**src/rtl/rail_sequencer.sv**
```systemverilog
// N-rail power sequencer: ascending power-up gated on synchronised PG, descending power-down, latched faults.
// Optional build macro RAIL_SEQ_PG_DEBOUNCE_EN adds a per-rail debounce stage behind the PG synchroniser.
module rail_sequencer #(
  parameter int RAILS          = 4,
  parameter int SETTLE_CYCLES  = 1600,
  parameter int TIMEOUT_CYCLES = 65535
) (
  input  logic             sysclk,
  input  logic             rst_INV,
  input  logic             enable,
  input  logic             clear_fault,
  input  logic [RAILS-1:0] pg,
  output logic [RAILS-1:0] rail_en,
  output logic             all_good,
  output logic             fault,
  output logic [2:0]       fault_rail,
  output logic [2:0]       state
);

  typedef enum logic [2:0] {
    S_OFF       = 3'd0,
    S_RAMP_UP   = 3'd1,
    S_SETTLE_UP = 3'd2,
    S_ON        = 3'd3,
    S_RAMP_DOWN = 3'd4,
    S_FAULT     = 3'd5
  } state_e;

  localparam logic [15:0] SETTLE_LAST  = 16'(SETTLE_CYCLES - 1);
  localparam logic [15:0] DOWN_LAST    = 16'(SETTLE_CYCLES);
  localparam logic [15:0] TIMEOUT_LAST = 16'(TIMEOUT_CYCLES - 1);
  localparam logic [2:0]  LAST_RAIL    = 3'(RAILS - 1);

  state_e           r_state, w_nx_state;
  logic [15:0]      r_cnt, w_nx_cnt;
  logic [2:0]       r_idx, w_nx_idx;
  logic [RAILS-1:0] r_rail_en, w_nx_rail_en;
  logic [2:0]       r_fault_rail, w_nx_fault_rail;
  logic             r_all_good, r_fault;
  logic [RAILS-1:0] r_pg_m, r_pg_q, w_pg_s;
  logic             w_mon_en, w_bad, w_pg_cur;
  logic [2:0]       w_bad_idx;

  always_ff @(posedge sysclk or negedge rst_INV) begin
    if (!rst_INV) begin
      r_pg_m <= '0;
      r_pg_q <= '0;
    end else begin
      r_pg_m <= pg;
      r_pg_q <= r_pg_m;
    end
  end

`ifdef RAIL_SEQ_PG_DEBOUNCE_EN
  logic [RAILS-1:0][1:0] r_db_cnt;
  logic [RAILS-1:0]      r_pg_db;

  // A bit flips only once the synchroniser has disagreed with it for long enough.
  always_ff @(posedge sysclk or negedge rst_INV) begin
    if (!rst_INV) begin
      r_db_cnt <= '0;
      r_pg_db  <= '0;
    end else begin
      for (int k = 0; k < RAILS; k++) begin
        if (r_pg_q[k] == r_pg_db[k]) begin
          r_db_cnt[k] <= 2'd0;
        end else if (r_db_cnt[k] == 2'd2) begin
          r_pg_db[k]  <= r_pg_q[k];
          r_db_cnt[k] <= 2'd0;
        end else begin
          r_db_cnt[k] <= r_db_cnt[k] + 2'd1;
        end
      end
    end
  end

  assign w_pg_s = r_pg_db;
`else
  assign w_pg_s = r_pg_q;
`endif

  assign w_mon_en = (r_state == S_RAMP_UP) || (r_state == S_SETTLE_UP) || (r_state == S_ON);

  // Descending scan so the lowest failing rail is the one reported.
  always_comb begin
    w_bad     = 1'b0;
    w_bad_idx = 3'd0;
    w_pg_cur  = 1'b0;
    for (int k = RAILS - 1; k >= 0; k--) begin
      if (3'(k) == r_idx) w_pg_cur = w_pg_s[k];
      if (w_mon_en && !w_pg_s[k] &&
          ((3'(k) < r_idx) || ((3'(k) == r_idx) && (r_state != S_RAMP_UP)))) begin
        w_bad     = 1'b1;
        w_bad_idx = 3'(k);
      end
    end
  end

  always_comb begin
    w_nx_state      = r_state;
    w_nx_cnt        = r_cnt;
    w_nx_idx        = r_idx;
    w_nx_rail_en    = r_rail_en;
    w_nx_fault_rail = r_fault_rail;
    case (r_state)
      S_OFF: begin
        if (enable) begin
          w_nx_state      = S_RAMP_UP;
          w_nx_rail_en    = '0;
          w_nx_rail_en[0] = 1'b1;
          w_nx_idx        = 3'd0;
          w_nx_cnt        = 16'd0;
        end
      end
      S_RAMP_UP: begin
        if (w_bad) begin
          w_nx_state      = S_FAULT;
          w_nx_rail_en    = '0;
          w_nx_fault_rail = w_bad_idx;
        end else if (!enable) begin
          w_nx_state = S_RAMP_DOWN;
          w_nx_cnt   = 16'd0;
        end else if (w_pg_cur) begin
          w_nx_state = S_SETTLE_UP;
          w_nx_cnt   = 16'd0;
        end else if (r_cnt == TIMEOUT_LAST) begin
          w_nx_state      = S_FAULT;
          w_nx_rail_en    = '0;
          w_nx_fault_rail = r_idx;
        end else begin
          w_nx_cnt = r_cnt + 16'd1;
        end
      end
      S_SETTLE_UP: begin
        if (w_bad) begin
          w_nx_state      = S_FAULT;
          w_nx_rail_en    = '0;
          w_nx_fault_rail = w_bad_idx;
        end else if (!enable) begin
          w_nx_state = S_RAMP_DOWN;
          w_nx_cnt   = 16'd0;
        end else if (r_cnt == SETTLE_LAST) begin
          w_nx_cnt = 16'd0;
          if (r_idx == LAST_RAIL) begin
            w_nx_state = S_ON;
          end else begin
            w_nx_state = S_RAMP_UP;
            w_nx_idx   = r_idx + 3'd1;
            for (int k = 0; k < RAILS; k++)
              if (3'(k) == r_idx + 3'd1) w_nx_rail_en[k] = 1'b1;
          end
        end else begin
          w_nx_cnt = r_cnt + 16'd1;
        end
      end
      S_ON: begin
        if (w_bad) begin
          w_nx_state      = S_FAULT;
          w_nx_rail_en    = '0;
          w_nx_fault_rail = w_bad_idx;
        end else if (!enable) begin
          w_nx_state = S_RAMP_DOWN;
          w_nx_cnt   = 16'd0;
        end
      end
      S_RAMP_DOWN: begin
        // Rail idx is dropped on the first cycle here, then settles for SETTLE_CYCLES.
        for (int k = 0; k < RAILS; k++)
          if (3'(k) == r_idx) w_nx_rail_en[k] = 1'b0;
        if (r_cnt == DOWN_LAST) begin
          w_nx_cnt = 16'd0;
          if (r_idx == 3'd0) w_nx_state = S_OFF;
          else               w_nx_idx   = r_idx - 3'd1;
        end else begin
          w_nx_cnt = r_cnt + 16'd1;
        end
      end
      S_FAULT: begin
        w_nx_rail_en = '0;
        if (clear_fault && !enable) begin
          w_nx_state      = S_OFF;
          w_nx_fault_rail = 3'd0;
          w_nx_idx        = 3'd0;
          w_nx_cnt        = 16'd0;
        end
      end
      default: begin
        w_nx_state   = S_OFF;
        w_nx_rail_en = '0;
        w_nx_idx     = 3'd0;
        w_nx_cnt     = 16'd0;
      end
    endcase
  end

  always_ff @(posedge sysclk or negedge rst_INV) begin
    if (!rst_INV) begin
      r_state      <= S_OFF;
      r_cnt        <= 16'd0;
      r_idx        <= 3'd0;
      r_rail_en    <= '0;
      r_fault_rail <= 3'd0;
      r_all_good   <= 1'b0;
      r_fault      <= 1'b0;
    end else begin
      r_state      <= w_nx_state;
      r_cnt        <= w_nx_cnt;
      r_idx        <= w_nx_idx;
      r_rail_en    <= w_nx_rail_en;
      r_fault_rail <= w_nx_fault_rail;
      r_all_good   <= (w_nx_state == S_ON);
      r_fault      <= (w_nx_state == S_FAULT);
    end
  end

  assign rail_en    = r_rail_en;
  assign all_good   = r_all_good;
  assign fault      = r_fault;
  assign fault_rail = r_fault_rail;
  assign state      = r_state;

endmodule
```
**config.mk**
```make
export PLATFORM = sky130hd
export DESIGN_NAME = rail_sequencer
export DESIGN_NICKNAME = d
export VERILOG_FILES = /design/src/rtl/rail_sequencer.sv
export SDC_FILE = /design/constraint.sdc
export NUM_CORES = 1
export LEC_CHECK = 0
export ABC_AREA = 1
export BUFFER_PORTS_ARGS = -buffer_cell sky130_fd_sc_hd__buf_2
export CAP_MARGIN = 20
export CELL_PAD_IN_SITES_DETAIL_PLACEMENT = 1
export CELL_PAD_IN_SITES_GLOBAL_PLACEMENT = 2
export CORE_MARGIN = 2
export CORE_UTILIZATION = 37
export DETAILED_ROUTE_END_ITERATION = 7
export PLACE_DENSITY_LB_ADDON = 0.1
export SYNTH_ARGS = -nofsm -noshare
export SYNTH_HDL_FRONTEND = slang
export SYNTH_SLANG_ARGS = --single-unit
```
**constraint.sdc**
```tcl
create_clock -name sysclk -period 3.4 [get_ports sysclk]
set_input_delay 0.17 -clock sysclk [delete_from_list [all_inputs] [get_ports sysclk]]
set_output_delay 0.17 -clock sysclk [all_outputs]
set_load 0.02 [all_outputs]
```
==> results.env, run 1 <==
GRT_PASS1_WL_MM=16.9
MAPPED_NETS=483
MULTI_INPUT_AREA_MM2=0.00192
NUMBER_OF_GLOBAL_ROUTE_VIAS_BEFORE_REPAIR=3187
FINALSETUPVIOLCOUNT=0
LAYOUT_MIN_CYCLE_TIME_NS=2.57
FP.COREAREA_MM2=0.00830
MIN-DELAY-PATH-CLASS='input pin to asynchronous set/reset pin'
ROUTE.DETAILED.VIAS_PER_INST=5.29
TRITONCTS='yes'
CRIT_PATH_START_KIND='register'
CLOCK_TREE.HTREE_LEVEL_COUNT=2
NUMBER_OF_ANTENNA_VIOLATIONS_AT_THE_FIRST_CHECK_IN_GLOBAL_ROUTING=0
CTS.PATH.MAX_BUFFERS=2
VIOLATIONS='negative hold slack'
AREAGROWTHSYNTHTOFINISH_PCT=10.6
TIMING.SETUP.CRITICAL_PATH_CLASS='register to register'
TOP_LEVEL_PORTS=20
CLK_PIN_SLEW_NS=0.10
CTS_NUM_SINKS=39
ANT_NETS_AFTER_ROUTE=0
GLOBALROUTEOVERFLOWTOTAL=0
FP.DIEH_UM=97.0
CLKLATENCYLATEPIN_NS=0.31
BUFFER_PORTS.INSERTED=19
ROUTED-VIA-COUNT=3139
DRT_PASS1_ITERATIONS=4
TIMING.FMAX_MHz=389
GLOBAL_PLACER_S_FINAL_WEIGHTED_CONGESTION=0.944
GLOBAL_ROUTE.USAGE.TOTAL=0.222
WORSTSETUPENDPOINTTYPE='register'
CRITPATHREQUIREDTIME_NS=3.62
FINISHED_CORE_UTIL=0.427
DETAIL_ROUTE.WL_PER_CELL_UM=16.9
FF_LATCH_AREA_UM2=976
WORSTREG2REGSTART='state[2]'
FIRST_ITER_VIOLATIONS=152
FINAL.HOLD.WORST_SLACK_NS=-0.0243
HPWL_MM=7.72
WORSTSETUPSTARTPOINT='state[2]'
CP_MAX_FO=17
POSTSYNTHCELLCOUNT=466
CTS_INSERTED_BUFFERS=5
WORSTMARGINPINSLEW_NS=0.902
SYN_AREA_PER_CELL_UM2=6.87
YS_SEQ_ELEMENTS=39
CAP_VIOLATIONS=0
DIE_AREA_MM2=0.00942
CTSRESIZECOUNT=0
VDD_IR_DROP_MAX_mV=0.333
ARRIVAL_NS=2.79
MOST-COMMON-LAYOUT-CELLS='114 x sky130_fd_sc_hd__nand2_1, 59 x sky130_fd_sc_hd__nor2_1, 56 x sky130_fd_sc_hd__nand3_1, 50 x sky130_fd_sc_hd__inv_1, 39 x sky130_fd_sc_hd__dfrtp_1'
LEAKAGE_uW=0.00178
YS_TYPES=40
TIMING.FINAL.HOLD_VIOLATIONS=17
DIE_WIDTH_UM=97.0
FINAL.SETUP_SKEW_NS=0.0173
YOSYS_WARNINGS=0
CTS_ROOT_BUFFER='sky130_fd_sc_hd__clkbuf_8'
ROUTED_WIRELENGTH_MM=10.0
SYNTHESIS.AREA_MM2=0.00320
NUMBER_OF_MAX_SLEW_VIOLATIONS_IN_THE_FINAL_REPORT=0
FINAL_NET_COUNT=504
MOSTFREQUENTLAYOUTCELL='sky130_fd_sc_hd__nand2_1'
ROWS=33
N_FILL_CELL=1080
SLEW_HEADROOM=0.399
START_UTIL=0.386
LAYOUT-DRIVE-GT1-SHARE=0.154
CTS.HOLD.BUFFERS_ADDED=4
YOSYSSEQAREASHARE=0.305
TIMING.FINAL.CRIT_SHARE=0.757
CTS_SETUP_BUFFERS=0
ANTENNA-DIODE-COUNT=0
GRT_MAX_DEGREE=40
TOTALNEGATIVESETUPSLACK_NS=0
RSZ0062_AT_GRT='false'
STATUS='finished, violations left'
POWER_DENSITY_OVER_THE_CELLS_mW_PER_MM2=699
DRC=0
RR_WORST_DEPTH=12
## worst max-delay path, stage by stage (launching register included)
cell	delay [ns]
sky130_fd_sc_hd__dfrtp_1	0.44
sky130_fd_sc_hd__inv_2	0.16
sky130_fd_sc_hd__nand2_2	0.12
sky130_fd_sc_hd__nor2_4	0.37
sky130_fd_sc_hd__nand2_1	0.12
sky130_fd_sc_hd__nand3_2	0.12
sky130_fd_sc_hd__nand2_4	0.07
sky130_fd_sc_hd__nor2_8	0.26
sky130_fd_sc_hd__nand2_2	0.11
sky130_fd_sc_hd__a21oi_4	0.29
sky130_fd_sc_hd__buf_4	0.24
sky130_fd_sc_hd__nand2_1	0.07
sky130_fd_sc_hd__o21ai_1	0.09
## cells by family after synthesis
group / Yosys count / share of synthesized area
adder cells (fa/ha/maj): 9 / 0.0352
XOR/XNOR: 11 / 0.0301
flip-flops: 39 / 0.305
buffers and inverters: 68 / 0.0961
AND/OR/NAND/NOR: 298 / 0.459
AO/OA/AOI/OAI: 41 / 0.0750
## cells in the mapped netlist
cell type / n / area (um^2)
sky130_fd_sc_hd__nor2_2: 13 / 81.3
sky130_fd_sc_hd__ha_1: 9 / 113
sky130_fd_sc_hd__buf_12: 1 / 20.0
sky130_fd_sc_hd__xor2_1: 8 / 70.1
sky130_fd_sc_hd__and2_1: 1 / 6.26
sky130_fd_sc_hd__inv_4: 1 / 6.26
sky130_fd_sc_hd__o22ai_1: 1 / 6.26
sky130_fd_sc_hd__buf_4: 1 / 7.51
sky130_fd_sc_hd__nand4_4: 1 / 21.3
sky130_fd_sc_hd__nor2_1: 59 / 221
sky130_fd_sc_hd__a21oi_1: 6 / 30.0
sky130_fd_sc_hd__o211ai_1: 3 / 22.5
sky130_fd_sc_hd__nand4_1: 18 / 113
sky130_fd_sc_hd__o21ai_1: 14 / 70.1
sky130_fd_sc_hd__nand3_1: 56 / 280
sky130_fd_sc_hd__buf_1: 3 / 11.3
sky130_fd_sc_hd__nand2_1: 114 / 428
sky130_fd_sc_hd__buf_6: 3 / 33.8
sky130_fd_sc_hd__o21ai_0: 14 / 70.1
sky130_fd_sc_hd__nor3_2: 1 / 10.0
sky130_fd_sc_hd__nand3_2: 2 / 20.0
sky130_fd_sc_hd__a21boi_4: 1 / 18.8
sky130_fd_sc_hd__nand3b_1: 2 / 15.0
sky130_fd_sc_hd__nor2_4: 4 / 45.0
sky130_fd_sc_hd__inv_2: 3 / 11.3
sky130_fd_sc_hd__nand2_2: 6 / 37.5
sky130_fd_sc_hd__nand2_4: 6 / 67.6
sky130_fd_sc_hd__clkbuf_1: 3 / 11.3
sky130_fd_sc_hd__or2_2: 1 / 6.26
sky130_fd_sc_hd__nand3_4: 2 / 35.0
sky130_fd_sc_hd__xnor2_1: 3 / 26.3
sky130_fd_sc_hd__nor3_1: 5 / 25.0
sky130_fd_sc_hd__a31oi_1: 1 / 6.26
sky130_fd_sc_hd__dfrtp_1: 39 / 976
sky130_fd_sc_hd__nor4_1: 6 / 37.5
sky130_fd_sc_hd__buf_2: 2 / 10.0
sky130_fd_sc_hd__inv_1: 50 / 188
sky130_fd_sc_hd__a21oi_4: 1 / 16.3
sky130_fd_sc_hd__nor2_8: 1 / 20.0
sky130_fd_sc_hd__inv_6: 1 / 8.76
## layout make-up
class                   instances  share of cell area
multi-input cells             359               0.542
flip-flops and latches         39               0.276
inverters                      55              0.0604
repair buffers                 27              0.0466
well taps                     105              0.0371
clock buffers                   5              0.0194
clock inverters                 3              0.0191
## registers in the layout, indices dropped and copies added (netlist names)
register,cells
r_cnt,16
fault,1
fault_rail,3
state,3
r_pg_q,4
all_good,1
rail_en,4
r_idx,3
r_pg_m,4
## worst paths after layout
| path | endpoint | slack (ns) |
|---|---|---|
| min in group sysclk | r_pg_q[1] | 0.36 |
| worst max register to register | r_cnt[5] | 0.83 |
| max in group asynchronous | all_good | 2.84 |
| worst min register to register | r_pg_q[1] | 0.36 |
| worst max-delay path | r_cnt[5] | 0.83 |
| worst min-delay path | fault_rail[0] | -0.02 |
## layer usage
metal	wire length (um)	share of wire	global-route usage	vias up
met2	4430	0.44	0.342	54
met4	67	0.0067	0.0423	0
met5	0	0	0	-
met1	5210	0.52	0.332	1530
li1	-	-	-	1546
met3	291	0.029	0.0318	9
## power by group
part           total, uW  internal (uW)  switching [uW]
registers            640            537             104
logic               1350            418             930
clock network        488            293             195
total               2480           1250            1230
## through the flow
| stage | power [uW] | setup slack, ns | instance area, um^2 | hold slack, ns | std cells |
|---|---|---|---|---|---|
| 6_report | 2480 | 0.828 | 3540 | -0.0243 | 593 |
| 5_1_grt | 2700 | 0.574 | 3540 | 0.0461 | 593 |
| 4_1_cts | 2500 | 0.817 | 3540 | 0.0198 | 593 |
| 3_5_place_dp | 2000 | 0.858 | 3370 | 0.280 | 581 |
| 3_3_place_gp | 1980 | 0.928 | 3370 | 0.278 | 581 |
| 2_1_floorplan | 1700 | 1.41 | 3200 | -0.126 | 466 |
Note: power is estimated with default switching activity, not from simulation.
==> run 2, diff against run 1 <==
- CORE_UTILIZATION: 37 -> 35
- clock period: 3.4 -> 2.55 ns (I/O delays scaled with it)
==> results.env, run 2 (synthesis results as in run 1) <==
FINALSETUPVIOLCOUNT=0
ANT_NETS_AFTER_ROUTE=0
WORSTMARGINPINSLEW_NS=0.935
ROUTE.DETAILED.VIAS_PER_INST=5.15
LAYOUT-DRIVE-GT1-SHARE=0.171
CAP_VIOLATIONS=0
PWR-SHARE-CLK=0.194
FIRST_ITER_VIOLATIONS=105
ARRIVAL_NS=2.42
SWITCHING_POWER_uW=1660
TOTALNEGATIVESETUPSLACK_NS=0
VDD_IR_DROP_MAX_mV=0.496
TIMING.SETUP.CRITICAL_PATH_CLASS='register to register'
TOP_REGISTER='r_cnt'
CTS.PATH.MAX_BUFFERS=2
MIN-DELAY-PATH-CLASS='register to register'
TIMING.FMAX_MHz=451
MOSTFREQUENTLAYOUTCELL='sky130_fd_sc_hd__nand2_1'
NUMBER_OF_GLOBAL_ROUTE_VIAS_BEFORE_REPAIR=3180
DRC=0
CP_CELL_SEQUENCE='inv_1, ha_1, inv_1, nor2_1, nand2_1, nand3_1, nand2_1, nand2_4, inv_6, nand2_2, nor2_2, a21oi_4, inv_2, nand2_1, nand2_1'
TIMING.FINAL.HOLD_VIOLATIONS=0
START_UTIL=0.364
DP.CELLS=591
DRT_PASS1_ITERATIONS=5
LARGEST_REG_FLOPS=16
TIMING.FINAL.CRIT_SHARE=0.869
CRITPATHREQUIREDTIME_NS=2.75
ROWS=34
FP.DIEH_UM=99.7
HPWL_MM=7.78
FINAL_NET_COUNT=513
DIE_WIDTH_UM=99.7
POWER.SWITCHING_FRACTION=0.490
LEAKAGE_uW=0.00182
DETAIL_ROUTE.WL_PER_CELL_UM=16.5
HIGHEST_LAYER='met4'
CLK_PIN_SLEW_NS=0.10
ANTENNA-DIODE-COUNT=0
POWER_DENSITY_OVER_THE_CELLS_mW_PER_MM2=936
STATUS='finished clean'
DIE_AREA_MM2=0.00993
TOP_LEVEL_PORTS=20
CTS_ROOT_BUFFER='sky130_fd_sc_hd__clkbuf_8'
GLOBALROUTEOVERFLOWTOTAL=0
POWER.SHARE.COMBINATIONAL=0.558
GLOBAL_PLACER_S_FINAL_WEIGHTED_CONGESTION=0.850
CRIT_PATH_TOP_DELAY_CELL='sky130_fd_sc_hd__dfrtp_2'
SLEW_HEADROOM=0.377
FP.COREAREA_MM2=0.00881
FINAL.HOLD.WORST_SLACK_NS=0.353
CTS_INSERTED_BUFFERS=5
GRT_MAX_DEGREE=40
RSZ0062_AT_GRT='false'
CELL_INTERNAL_PWR_uW=1730
NUMBER_OF_MAX_SLEW_VIOLATIONS_IN_THE_FINAL_REPORT=0
CPLARGESTDELAYFAMILY='simple AND/OR/NAND/NOR gates'
FINAL_CELL_COUNT_NO_FILL=605
CLOCK_TREE.HTREE_LEVEL_COUNT=2
GLOBAL_ROUTE.USAGE.TOTAL=0.212
BUFFER_PORTS.INSERTED=19
MOST-COMMON-LAYOUT-CELLS='114 x sky130_fd_sc_hd__nand2_1, 59 x sky130_fd_sc_hd__nor2_1, 56 x sky130_fd_sc_hd__nand3_1, 49 x sky130_fd_sc_hd__inv_1, 38 x sky130_fd_sc_hd__dfrtp_1'
CTS_NUM_SINKS=39
LAYOUT_MIN_CYCLE_TIME_NS=2.22
TRITONCTS='yes'
AREAGROWTHSYNTHTOFINISH_PCT=12.9
WL_MET1_MM=5.35
CRITPATHMOSTFREQUENTCELL='sky130_fd_sc_hd__nand2_1'
MET3_LENGTH_UM=223
ROUTED-VIA-COUNT=3116
CP_NUM_BUF_INV=4
CLKLATENCYLATEPIN_NS=0.31
WORSTSETUPENDPOINTTYPE='register'
FINAL.SETUP_SKEW_NS=0.0161
CP_MAX_FO=12
SEQ_POWER_SHARE=0.248
DETAILROUTE.WIRELENGTH.MET2_MM=4.36
WORST_PATH_LARGEST_CELL_DELAY_NS=0.48
NUMBER_OF_ANTENNA_VIOLATIONS_AT_THE_FIRST_CHECK_IN_GLOBAL_ROUTING=0
ROUTED_WIRELENGTH_MM=10.0
CRIT_PATH_START_KIND='register'
GRT_PASS1_WL_MM=16.6
-- run 2: area by class of cell --
| cell class | instances | area [um^2] |
|---|---|---|
| clock buffers | 5 | 68.8 |
| multi-input cells | 359 | 1920 |
| inverters | 55 | 214 |
| well taps | 108 | 135 |
| fillers | 1132 | 5190 |
| clock inverters | 3 | 67.6 |
| flip-flops and latches | 39 | 977 |
| repair buffers | 36 | 235 |
-- run 2: worst paths after layout --
| path | cells after the start | start | slack, ns | endpoint |
|---|---|---|---|---|
| setup / recovery | 15 | r_idx[0] | 0.33 | r_cnt[8] |
| hold / removal | 0 | r_pg_m[3] | 0.35 | r_pg_q[3] |
| setup reg to reg | 15 | r_idx[0] | 0.33 | r_cnt[8] |
| hold reg to reg | 0 | r_pg_m[3] | 0.35 | r_pg_q[3] |
| max in group asynchronous | 2 | rst_INV | 1.44 | r_idx[0] |
| min in group asynchronous | 2 | rst_INV | 0.49 | fault_rail[2] |
-- run 2: routing by layer --
metal	vias to the layer above	GRT usage
li1	1566	-
met1	1511	0.314
met2	33	0.336
met3	6	0.0239
met4	0	0.0379
met5	-	0
-- run 2: through the flow --
step	power, uW	setup slack [ns]	util	area [um^2]
global route	3670	0.0847	0.411	3620
floorplan	2270	0.560	-	3200
global placement	2700	0.319	0.389	3420
CTS	3390	0.218	0.410	3610
detailed placement	2720	0.237	0.389	3420
finish	3390	0.333	0.411	3620
-- run 2: what timing repair did --
action,in CTS,in global routing
setup buffers,0,1
gates resized for setup,0,2
setup endpoints to repair,0,19
hold endpoints to repair,12,0
hold buffers,5,0
-- run 2: power by group through the flow --
| stage | registers [uW] | logic, uW | clock network [uW] |
|---|---|---|---|
| after floorplan | 866 | 1400 | 0 |
| after global placement | 845 | 1860 | 0 |
| after detailed placement | 850 | 1870 | 0 |
| after CTS | 838 | 1880 | 668 |
| after global routing | 861 | 2130 | 680 |
| final | 839 | 1890 | 658 |
